`config.mk`:
```
export PLATFORM = sky130hd
export DESIGN_NAME = reg_pair_sequencer_flat
export DESIGN_NICKNAME = d
export VERILOG_FILES = /design/src/rtl/reg_pair_sequencer_if.sv /design/src/rtl/reg_pair_sequencer.sv /design/src/flat_wrapper.sv
export SDC_FILE = /design/constraint.sdc
export NUM_CORES = 1
export LEC_CHECK = 0
export CAP_MARGIN = 20
export CORE_MARGIN = 2
export CORE_UTILIZATION = 47
export CTS_CLUSTER_SIZE = 28
export DETAILED_ROUTE_END_ITERATION = 8
export GPL_ROUTABILITY_DRIVEN = 0
export PLACE_DENSITY = 0.73
export SYNTH_ARGS = -nofsm -noshare
export SYNTH_HDL_FRONTEND = slang
export SYNTH_SLANG_ARGS = --single-unit
```
`constraint.sdc`:
```
create_clock -name i_clk -period 2 [get_ports i_clk]
set_input_delay 0.3 -clock i_clk [delete_from_list [all_inputs] [get_ports i_clk]]
set_output_delay 0.3 -clock i_clk [all_outputs]
set_load 0.03 [all_outputs]
```
`src/rtl/reg_pair_sequencer_if.sv`:
```
// rtl/reg_pair_sequencer_if.sv - command handshake and register-file bus for reg_pair_sequencer
//
// Purpose: bundles the decode-side command handshake and the byte-wide
// register-file strobes into one interface.
// Ports (signals):
//   i_cmd_valid/o_cmd_ready  command handshake
//   i_cmd, i_pair, i_wdata   operation, pair select, WRITE data {hi, lo}
//   o_done, o_result         completion pulse and 16-bit pair value
//   o_rf_rd_en, o_rf_wr_en   register-file read/write strobes
//   o_rf_addr, o_rf_data     register-file address / write data
//   i_rf_data                register-file read data (cycle after o_rf_rd_en)
// Modports: master = control unit + register file side, slave = sequencer.
interface reg_pair_sequencer_if #(
    parameter int DATA_WIDTH    = 8,
    parameter int ADDRESS_WIDTH = 3
);
    logic                       i_cmd_valid;
    logic                       o_cmd_ready;
    logic [1:0]                 i_cmd;
    logic [1:0]                 i_pair;
    logic [2*DATA_WIDTH-1:0]    i_wdata;
    logic                       o_done;
    logic [2*DATA_WIDTH-1:0]    o_result;
    logic                       o_rf_rd_en;
    logic                       o_rf_wr_en;
    logic [ADDRESS_WIDTH-1:0]   o_rf_addr;
    logic [DATA_WIDTH-1:0]      o_rf_data;
    logic [DATA_WIDTH-1:0]      i_rf_data;

    modport master (
        output i_cmd_valid, i_cmd, i_pair, i_wdata, i_rf_data,
        input  o_cmd_ready, o_done, o_result, o_rf_rd_en, o_rf_wr_en, o_rf_addr, o_rf_data
    );

    modport slave (
        input  i_cmd_valid, i_cmd, i_pair, i_wdata, i_rf_data,
        output o_cmd_ready, o_done, o_result, o_rf_rd_en, o_rf_wr_en, o_rf_addr, o_rf_data
    );
endinterface

```
`src/rtl/reg_pair_sequencer.sv`:
```
// rtl/reg_pair_sequencer.sv - serializes 16-bit register-pair ops into byte register-file accesses
//
// Purpose: accepts READ/WRITE/INC/DEC on a register pair (BC, DE, HL, AF) and
// turns it into hi-byte then lo-byte register-file reads and/or writes,
// finishing with a one-cycle o_done pulse carrying the pair value.
// Ports:
//   i_clk    system clock, rising edge
//   i_reset  synchronous active-high reset
//   bus      reg_pair_sequencer_if.slave (command handshake + register-file bus)
module reg_pair_sequencer #(
    parameter int                    DATA_WIDTH    = 8,
    parameter int                    ADDRESS_WIDTH = 3,
    parameter logic [DATA_WIDTH-1:0] F_MASK        = 8'hF0
) (
    input  logic                 i_clk,
    input  logic                 i_reset,
    reg_pair_sequencer_if.slave  bus
);
    localparam int PW = 2 * DATA_WIDTH;

    localparam logic [1:0] CMD_READ  = 2'b00;
    localparam logic [1:0] CMD_WRITE = 2'b01;
    localparam logic [1:0] CMD_INC   = 2'b10;

    typedef enum logic [2:0] {
        IDLE   = 3'd0,
        RD_HI  = 3'd1,
        RD_LO  = 3'd2,
        CAP_LO = 3'd3,
        WR_HI  = 3'd4,
        WR_LO  = 3'd5,
        DONE   = 3'd6
    } state_t;

    state_t                  state_q, state_d;
    logic [1:0]              cmd_q, cmd_d;
    logic [1:0]              pair_q, pair_d;
    logic [DATA_WIDTH-1:0]   hi_q, hi_d;
    logic [PW-1:0]           val_q, val_d;       // value to write / value read
    logic [PW-1:0]           result_q, result_d; // presented on o_result
    logic [PW-1:0]           raw_pair;
    logic [PW-1:0]           calc_pair;

    // AF is stored hi=A (7), lo=F (6); the other pairs are hi even, lo odd.
    function automatic logic [ADDRESS_WIDTH-1:0] hi_addr(input logic [1:0] pair);
        case (pair)
            2'b00:   hi_addr = ADDRESS_WIDTH'(0);
            2'b01:   hi_addr = ADDRESS_WIDTH'(2);
            2'b10:   hi_addr = ADDRESS_WIDTH'(4);
            default: hi_addr = ADDRESS_WIDTH'(7);
        endcase
    endfunction

    function automatic logic [ADDRESS_WIDTH-1:0] lo_addr(input logic [1:0] pair);
        case (pair)
            2'b00:   lo_addr = ADDRESS_WIDTH'(1);
            2'b01:   lo_addr = ADDRESS_WIDTH'(3);
            2'b10:   lo_addr = ADDRESS_WIDTH'(5);
            default: lo_addr = ADDRESS_WIDTH'(6);
        endcase
    endfunction

    // The F mask is folded into the stored value before the write so that the
    // value reported on o_result is exactly what the pair now holds.
    function automatic logic [PW-1:0] mask_f(input logic [PW-1:0] v, input logic [1:0] pair);
        if (lo_addr(pair) == ADDRESS_WIDTH'(6)) begin
            mask_f = {v[PW-1:DATA_WIDTH], v[DATA_WIDTH-1:0] & F_MASK};
        end else begin
            mask_f = v;
        end
    endfunction

    assign raw_pair = {hi_q, bus.i_rf_data};

    always_comb begin
        calc_pair = raw_pair;
        case (cmd_q)
            CMD_INC:   calc_pair = raw_pair + PW'(1);
            2'b11:     calc_pair = raw_pair - PW'(1);
            default:   calc_pair = raw_pair;
        endcase
    end

    // State register
    always_ff @(posedge i_clk) begin
        if (i_reset) begin
            state_q  <= IDLE;
            cmd_q    <= '0;
            pair_q   <= '0;
            hi_q     <= '0;
            val_q    <= '0;
            result_q <= '0;
        end else begin
            state_q  <= state_d;
            cmd_q    <= cmd_d;
            pair_q   <= pair_d;
            hi_q     <= hi_d;
            val_q    <= val_d;
            result_q <= result_d;
        end
    end

    // Next-state and datapath
    always_comb begin
        state_d  = state_q;
        cmd_d    = cmd_q;
        pair_d   = pair_q;
        hi_d     = hi_q;
        val_d    = val_q;
        result_d = result_q;
        case (state_q)
            IDLE: begin
                if (bus.i_cmd_valid) begin
                    cmd_d   = bus.i_cmd;
                    pair_d  = bus.i_pair;
                    val_d   = mask_f(bus.i_wdata, bus.i_pair);
                    state_d = (bus.i_cmd == CMD_WRITE) ? WR_HI : RD_HI;
                end
            end
            RD_HI: state_d = RD_LO;
            RD_LO: begin
                hi_d    = bus.i_rf_data;
                state_d = CAP_LO;
            end
            CAP_LO: begin
                if (cmd_q == CMD_READ) begin
                    val_d    = raw_pair;
                    result_d = raw_pair;
                    state_d  = DONE;
                end else begin
                    val_d    = mask_f(calc_pair, pair_q);
                    state_d  = WR_HI;
                end
            end
            WR_HI: state_d = WR_LO;
            WR_LO: begin
                result_d = val_q;
                state_d  = DONE;
            end
            DONE:    state_d = IDLE;
            default: state_d = IDLE;
        endcase
    end

    // Outputs, decoded from state only
    always_comb begin
        bus.o_cmd_ready = 1'b0;
        bus.o_done      = 1'b0;
        bus.o_rf_rd_en  = 1'b0;
        bus.o_rf_wr_en  = 1'b0;
        bus.o_rf_addr   = '0;
        bus.o_rf_data   = '0;
        case (state_q)
            IDLE:  bus.o_cmd_ready = 1'b1;
            RD_HI: begin
                bus.o_rf_rd_en = 1'b1;
                bus.o_rf_addr  = hi_addr(pair_q);
            end
            RD_LO: begin
                bus.o_rf_rd_en = 1'b1;
                bus.o_rf_addr  = lo_addr(pair_q);
            end
            WR_HI: begin
                bus.o_rf_wr_en = 1'b1;
                bus.o_rf_addr  = hi_addr(pair_q);
                bus.o_rf_data  = val_q[PW-1:DATA_WIDTH];
            end
            WR_LO: begin
                bus.o_rf_wr_en = 1'b1;
                bus.o_rf_addr  = lo_addr(pair_q);
                bus.o_rf_data  = val_q[DATA_WIDTH-1:0];
            end
            DONE:    bus.o_done = 1'b1;
            default: ;
        endcase
    end

    assign bus.o_result = result_q;
endmodule

```
`src/flat_wrapper.sv`:
```
// flat-port wrapper written by rule: the top's interface ports become plain ports
module reg_pair_sequencer_flat 
#(
    parameter int                    DATA_WIDTH    = 8,
    parameter int                    ADDRESS_WIDTH = 3,
    parameter logic [DATA_WIDTH-1:0] F_MASK        = 8'hF0
)
  (i_clk, i_reset, bus_i_cmd_valid, bus_i_cmd, bus_i_pair, bus_i_wdata, bus_i_rf_data, bus_o_cmd_ready, bus_o_done, bus_o_result, bus_o_rf_rd_en, bus_o_rf_wr_en, bus_o_rf_addr, bus_o_rf_data);
  reg_pair_sequencer_if #(.DATA_WIDTH(DATA_WIDTH), .ADDRESS_WIDTH(ADDRESS_WIDTH)) bus_i ();
  input  logic i_clk;
  input  logic i_reset;
  input wire logic [$bits(bus_i.i_cmd_valid)-1:0] bus_i_cmd_valid;
  input wire logic [$bits(bus_i.i_cmd)-1:0] bus_i_cmd;
  input wire logic [$bits(bus_i.i_pair)-1:0] bus_i_pair;
  input wire logic [$bits(bus_i.i_wdata)-1:0] bus_i_wdata;
  input wire logic [$bits(bus_i.i_rf_data)-1:0] bus_i_rf_data;
  output wire logic [$bits(bus_i.o_cmd_ready)-1:0] bus_o_cmd_ready;
  output wire logic [$bits(bus_i.o_done)-1:0] bus_o_done;
  output wire logic [$bits(bus_i.o_result)-1:0] bus_o_result;
  output wire logic [$bits(bus_i.o_rf_rd_en)-1:0] bus_o_rf_rd_en;
  output wire logic [$bits(bus_i.o_rf_wr_en)-1:0] bus_o_rf_wr_en;
  output wire logic [$bits(bus_i.o_rf_addr)-1:0] bus_o_rf_addr;
  output wire logic [$bits(bus_i.o_rf_data)-1:0] bus_o_rf_data;
  assign bus_i.i_cmd_valid = bus_i_cmd_valid;
  assign bus_i.i_cmd = bus_i_cmd;
  assign bus_i.i_pair = bus_i_pair;
  assign bus_i.i_wdata = bus_i_wdata;
  assign bus_i.i_rf_data = bus_i_rf_data;
  assign bus_o_cmd_ready = bus_i.o_cmd_ready;
  assign bus_o_done = bus_i.o_done;
  assign bus_o_result = bus_i.o_result;
  assign bus_o_rf_rd_en = bus_i.o_rf_rd_en;
  assign bus_o_rf_wr_en = bus_i.o_rf_wr_en;
  assign bus_o_rf_addr = bus_i.o_rf_addr;
  assign bus_o_rf_data = bus_i.o_rf_data;
  reg_pair_sequencer #(.DATA_WIDTH(DATA_WIDTH), .ADDRESS_WIDTH(ADDRESS_WIDTH), .F_MASK(F_MASK)) u_core (.i_clk(i_clk), .i_reset(i_reset), .bus(bus_i));
endmodule
```
Word-level counts from Yosys, hierarchy flattened
Cells that the tools add are included.
{"block": "totals", "in_bits": 31, "latchBits": 0, "mem_bits_rw": 0, "output_inout_bits": 31, "regBits": 47, "romBits": 0, "mem_count": 0}
{"block": "classes", "n_lt_le_gt_ge": 0, "div": 0, "mux": 25, "bitwise": 0, "n_mul": 0, "eq_ne": 17, "reduce_logical": 13, "n_shift": 0, "add_sub_neg": 2}
{"cell": "$pmux 16 s2", "n": 3}
{"cell": "$mux 16", "n": 3}
{"cell": "$pmux 3 s3", "n": 3}
{"cell": "$mux 3", "n": 6}
{"cell": "$pmux 3 s6", "n": 1}
{"cell": "$add 16x1->16 const B", "n": 1}
{"cell": "$pmux 8 s2", "n": 1}
{"cell": "$sub 16x1->16 const B", "n": 1}
{"cell": "$eq 3x3->1 const B", "n": 5}
{"cell": "$eq 2x2->1 const B", "n": 4}
{"cell": "$mux 4", "n": 2}
{"cell": "$reduce_or 2->1", "n": 4}
{"cell": "$eq 2x1->1 const B", "n": 3}
{"cell": "$eq 3x2->1 const B", "n": 2}
{"cell": "$logic_not 2->1", "n": 3}
{"cell": "$pmux 3 s2", "n": 1}
{"cell": "$reduce_and 2->1", "n": 3}
{"cell": "$mux 1", "n": 4}
{"cell": "$reduce_bool 2->1", "n": 2}
{"cell": "$eq 3x1->1 const B", "n": 1}
{"cell": "$logic_not 3->1", "n": 1}
{"cell": "$mux 2", "n": 1}
{"cell": "$ne 2x1->1 const B", "n": 1}
{"cell": "$ne 2x2->1 const B", "n": 1}

Logic depth before layout (Yosys ltp)
{"block": "logic_depth", "word_depth": 8, "ltp_mapped": 9, "mapped_depth_nobuf": 9}

Worst setup path after synthesis
OpenSTA, ideal clock, no wires.
{"block": "synth_timing", "path_kind": "reg2reg", "startpoint": "register u_core.state_q[0]", "endpoint": "register u_core.val_q[10]", "period_less_slack_ns": 2.313, "stages_incl_launch_ff": 8, "setup_slack_ns": -0.313, "required_time_ns": 1.916, "setup_ns": 0.084, "arrival_ns": 2.228, "path_cell_list": "dfxtp_1 -> nor3_1 -> and2_1 -> clkbuf_1 -> clkbuf_1 -> nand2_1 -> a211o_1 -> o31ai_2"}
{"block": "synth_via", "elab_chain_cells": 3}
{"element": "start, declared", "line_no": "reg_pair_sequencer.sv:35", "text": "state_t state_q, state_d;"}
{"element": "start signal, assigned", "line_no": "reg_pair_sequencer.sv:94", "text": "state_q <= state_d;"}
{"element": "$eq 3x2->1 or $logic_not 3->1 (tied branches)", "line_no": "reg_pair_sequencer.sv:111", "text": "case (state_q)"}
{"element": "$reduce_bool 2->1 (no line) or $ne 2x2->1 (tied branches)"}
{"element": "$reduce_and 2->1 (no line)"}
{"element": "end signal, assigned", "line_no": "reg_pair_sequencer.sv:98", "text": "val_q <= val_d;"}
{"element": "end, declared", "line_no": "reg_pair_sequencer.sv:39", "text": "logic [PW-1:0] val_q, val_d;"}
Several ways; a longest one is shown, not always the timed one.
A chain may end at the register's enable or synchronous reset.

Worst setup path in the final report
{"block": "layout_timing", "startpoint": "register u_core.cmd_q[0]", "endpoint": "register u_core.val_q[14]"}
{"block": "layout_via", "elab_chain_cells": 4}
{"element": "start, declared", "line_no": "reg_pair_sequencer.sv:36", "text": "logic [1:0] cmd_q, cmd_d;"}
{"element": "start signal, assigned", "line_no": "reg_pair_sequencer.sv:95", "text": "cmd_q <= cmd_d;"}
{"element": "$eq 2x2->1", "line_no": "reg_pair_sequencer.sv:77", "text": "case (cmd_q)"}
{"element": "$pmux 16 s2", "line_no": "reg_pair_sequencer.sv:77"}
{"element": "$mux 16 *", "line_no": "reg_pair_sequencer.sv:126", "text": "if (cmd_q == CMD_READ) begin"}
{"element": "$pmux 16 s2 *", "line_no": "reg_pair_sequencer.sv:111"}
Every way passes the cells marked *; elsewhere a longest branch is shown, timed or not.

==> impl_metrics.yaml <==
yosys:
  ys.flop_type: "dfxtp_1"
  syn_nets: 447
  syn_avg_cell_area_um2: 7.39
  synth_seq_area_share_pct: 30.7
  ys_ff_latch: 47
  synth_warnings: 0
  async_reset_ff_share_pct: 0
  netlist_area_um2: 3070
  synth_edf_count: 0
  synthCells: 415
  netlist-cell-type-count: 57
finish:
  drive_gt1_share_pct: 21.2
  area_growth_pct: 36.8
  final_nets: 527
  antenna_cells: 0
  final_cells: 573
  fillers: 538
timing:
  finalSetupViolations: 0
  fin_ws_ps: 72.2
  max_freq_mhz: 519
  fin_tns_setup_ps: 0
  rsz0062_at_grt: "true"
  slew_violations: 0
  finalHoldViolCount: 0
  max_slew_margin_pct: 58.9
  holdWs_ps: 487
  worst_slew_pin_slew_ps: 615
  finalWorstPathRequiredPeriod_ps: 1930
  finalCritPeriodShare_pct: 96.4
  fin_skew_ps: 10.5
placed_design:
  port_buffers: 61
  dp.cells: 564
  dp_hpwl_um: 6930
  place_ws_ps: -474
routing:
  totalWireLength_um: 9480
  first_iter_violations: 253
  ant_nets: 0
  vias: 3421
  vias_per_cell: 5.97
  drc: 0
  wl_per_cell_um: 16.6
  firstDrtPassIters: 5
floorplan:
  rows: 29
  initial_utilization_pct: 48.6
  die_x_um: 84.8
  core_um2: 6310
  ios: 62
  die_h_um: 84.8
  die_area_um2: 7180
power:
  powerDensity_nw_per_um2: 617
  power_leakage_nw: 1.56
  vdd_drop_max_v: 0.000353
critical_path:
  critical_path_buf_inv_count: 1
  critPathTopFamily: "simple AND/OR/NAND/NOR gates"
  cp-start-kind: "register"
  critPathMaxStageDelay_ps: 350
  path_max_fanout: 5
  crit_type: "register to register"
  path_common_cell: "nor4_4"
  cp.required_ps: 2250
  path_cells: "nand2_2, xnor2_1, ha_2, nor4_4, nand2b_1, buf_4, nor4_4, mux2i_1, xor2_1, a31oi_1"
  crit_path_top_delay_cell: "dfxtp_2"
  cp-end-kind: "register"
  critPathArrivalTime_ps: 2170
cts:
  postCtsHoldBufs: 0
  clkTransAtPathRegs_ps: 100
  htreeDepth: 2
  clock-root-buffer: "clkbuf_8"
  numCtsBuffers: 5
  cts_tree: "built"
  clock_latency_ps: 310
  cts_sinks: 47
  cts_max_path_buffers: 2
grt:
  grt_use_met3_pct: 3.64
  antenna_found_initial: 0
  grt_max_degree: 32
  track_usage_pct: 25.9
  grt_pass1_wl_um: 15200
  met2_usage_pct: 38.6
  gr-total-overflow: 0
  grt_pass1_vias: 3117
  grt_use_met1_pct: 38.3
  top_usage_layer: "met2"
outcome:
  outcome: "finished, final reports clean"
job:
  max-cap-violations: 0
hold_path:
  hp-class: "register to register"
## through the flow
stage	utilization, %	cell area [um2]	power, W
after floorplan	-	3070	0.00155
after global placement	63.0	3980	0.00185
after detailed placement	63.0	3980	0.00186
after CTS	65.0	4110	0.00256
after global routing	66.4	4190	0.00270
final	66.4	4190	0.00259
## synth_stat cells, types with 2 or more instances
cell type  number  area share, %
xor2_1          7            2.0
a21oi_1        20            3.3
nor2b_1         2           0.41
a211oi_1        2           0.49
or3_1           3           0.61
a2111oi_0       2           0.57
nor3_1         14            2.3
nand3_1        26            4.2
a31oi_1         3           0.61
or2_2           3           0.61
xnor2_1        11            3.1
nand2_1        68            8.3
buf_2           5           0.82
nor2_1         48            5.9
and2_1          4           0.82
inv_1           4           0.49
nor4_1          5            1.0
dfxtp_1        47             31
a22o_1          3           0.86
buf_1           7           0.86
a311o_1         3           0.98
a311oi_1       20            5.7
o21ai_0        14            2.3
nand2b_1        3           0.61
mux2i_1        24            7.8
nand4_1         4           0.82
clkbuf_1       26            3.2
nor3b_1         4           0.98
a31o_2          5            1.4
## power by group
part / internal, W / switching [W]
combinational: 0.000349 / 0.000452
sequential: 0.00101 / 0.0000638
clock: 0.000373 / 0.000342
## metal layers
metal  part of all wire, %  vias to the layer above
met5                     0                        -
met3                   6.6                       20
li1                      -                     1652
met4                   2.7                        0
met2                    44                      170
met1                    46                     1579
## state kept, by name, summed over array words and instances, names as in the netlist
register,cells
u_core.state_q,3
u_core.pair_q,2
u_core.bus.o_result,16
u_core.val_q,16
u_core.hi_q,8
u_core.cmd_q,2
## kinds of logic (layout without fill, tap and decap cells)
kind of cell,Yosys count,count (layout),share of synthesized area [%]
adders and majority gates,1,1,0.408
AOI/OAI and AO/OA,85,85,19.8
muxes,24,24,7.84
xor gates and xnor gates,18,18,5.14
buffers and inverters,43,124,5.71
DFF,47,47,30.7
and+or+nand+nor,197,197,30.4
## timing repair
item / in CTS / in global routing
setup endpoints to repair: 12 / 11
pin swaps: 3 / 7
resized for setup: 6 / 22
setup buffers: 1 / 0
## worst paths after layout
kind | start | end | slack [ps] | depth (start not counted)
worst max-delay path | u_core.cmd_q[0] | u_core.val_q[14] | 70 | 10
worst min-delay path | u_core.pair_q[1] | u_core.pair_q[1] | 490 | 2
worst max register to register | u_core.cmd_q[0] | u_core.val_q[14] | 70 | 10
worst min register to register | u_core.pair_q[1] | u_core.pair_q[1] | 490 | 2
## cell usage in the layout (no fill, tap or decap), types with 4 or more instances in the layout
master and n:
clkbuf_8 5, a311oi_1 20, xor2_1 7, mux2i_1 22, dfxtp_1 45, a21oi_1 19, nor3_1 10, xnor2_1 11
nor2_1 48, o21ai_0 12, and2_1 4, buf_4 62, nand2_1 68, inv_1 4, nor3b_1 4, a31o_2 5
clkdlybuf4s50_1 43, nand4_1 4, nand3_1 26
## area by class of cell
class	instances	area, um2	share of cell area (%)
Timing Repair Buffer	112	980	23.4
Clock buffer	5	68.8	1.64
Tap cell	77	96.3	2.30
Inverter	4	15.0	0.358
Multi-Input combinational cell	325	2050	48.8
Sequential cell	47	943	22.5
Clock inverter	3	43.8	1.04
## worst min-delay path, stage by stage, from the launching register on
cell     delay [ps]
dfxtp_1         340
nand2_1          60
a21oi_1          50
Note: power is estimated with default switching activity, not from simulation.
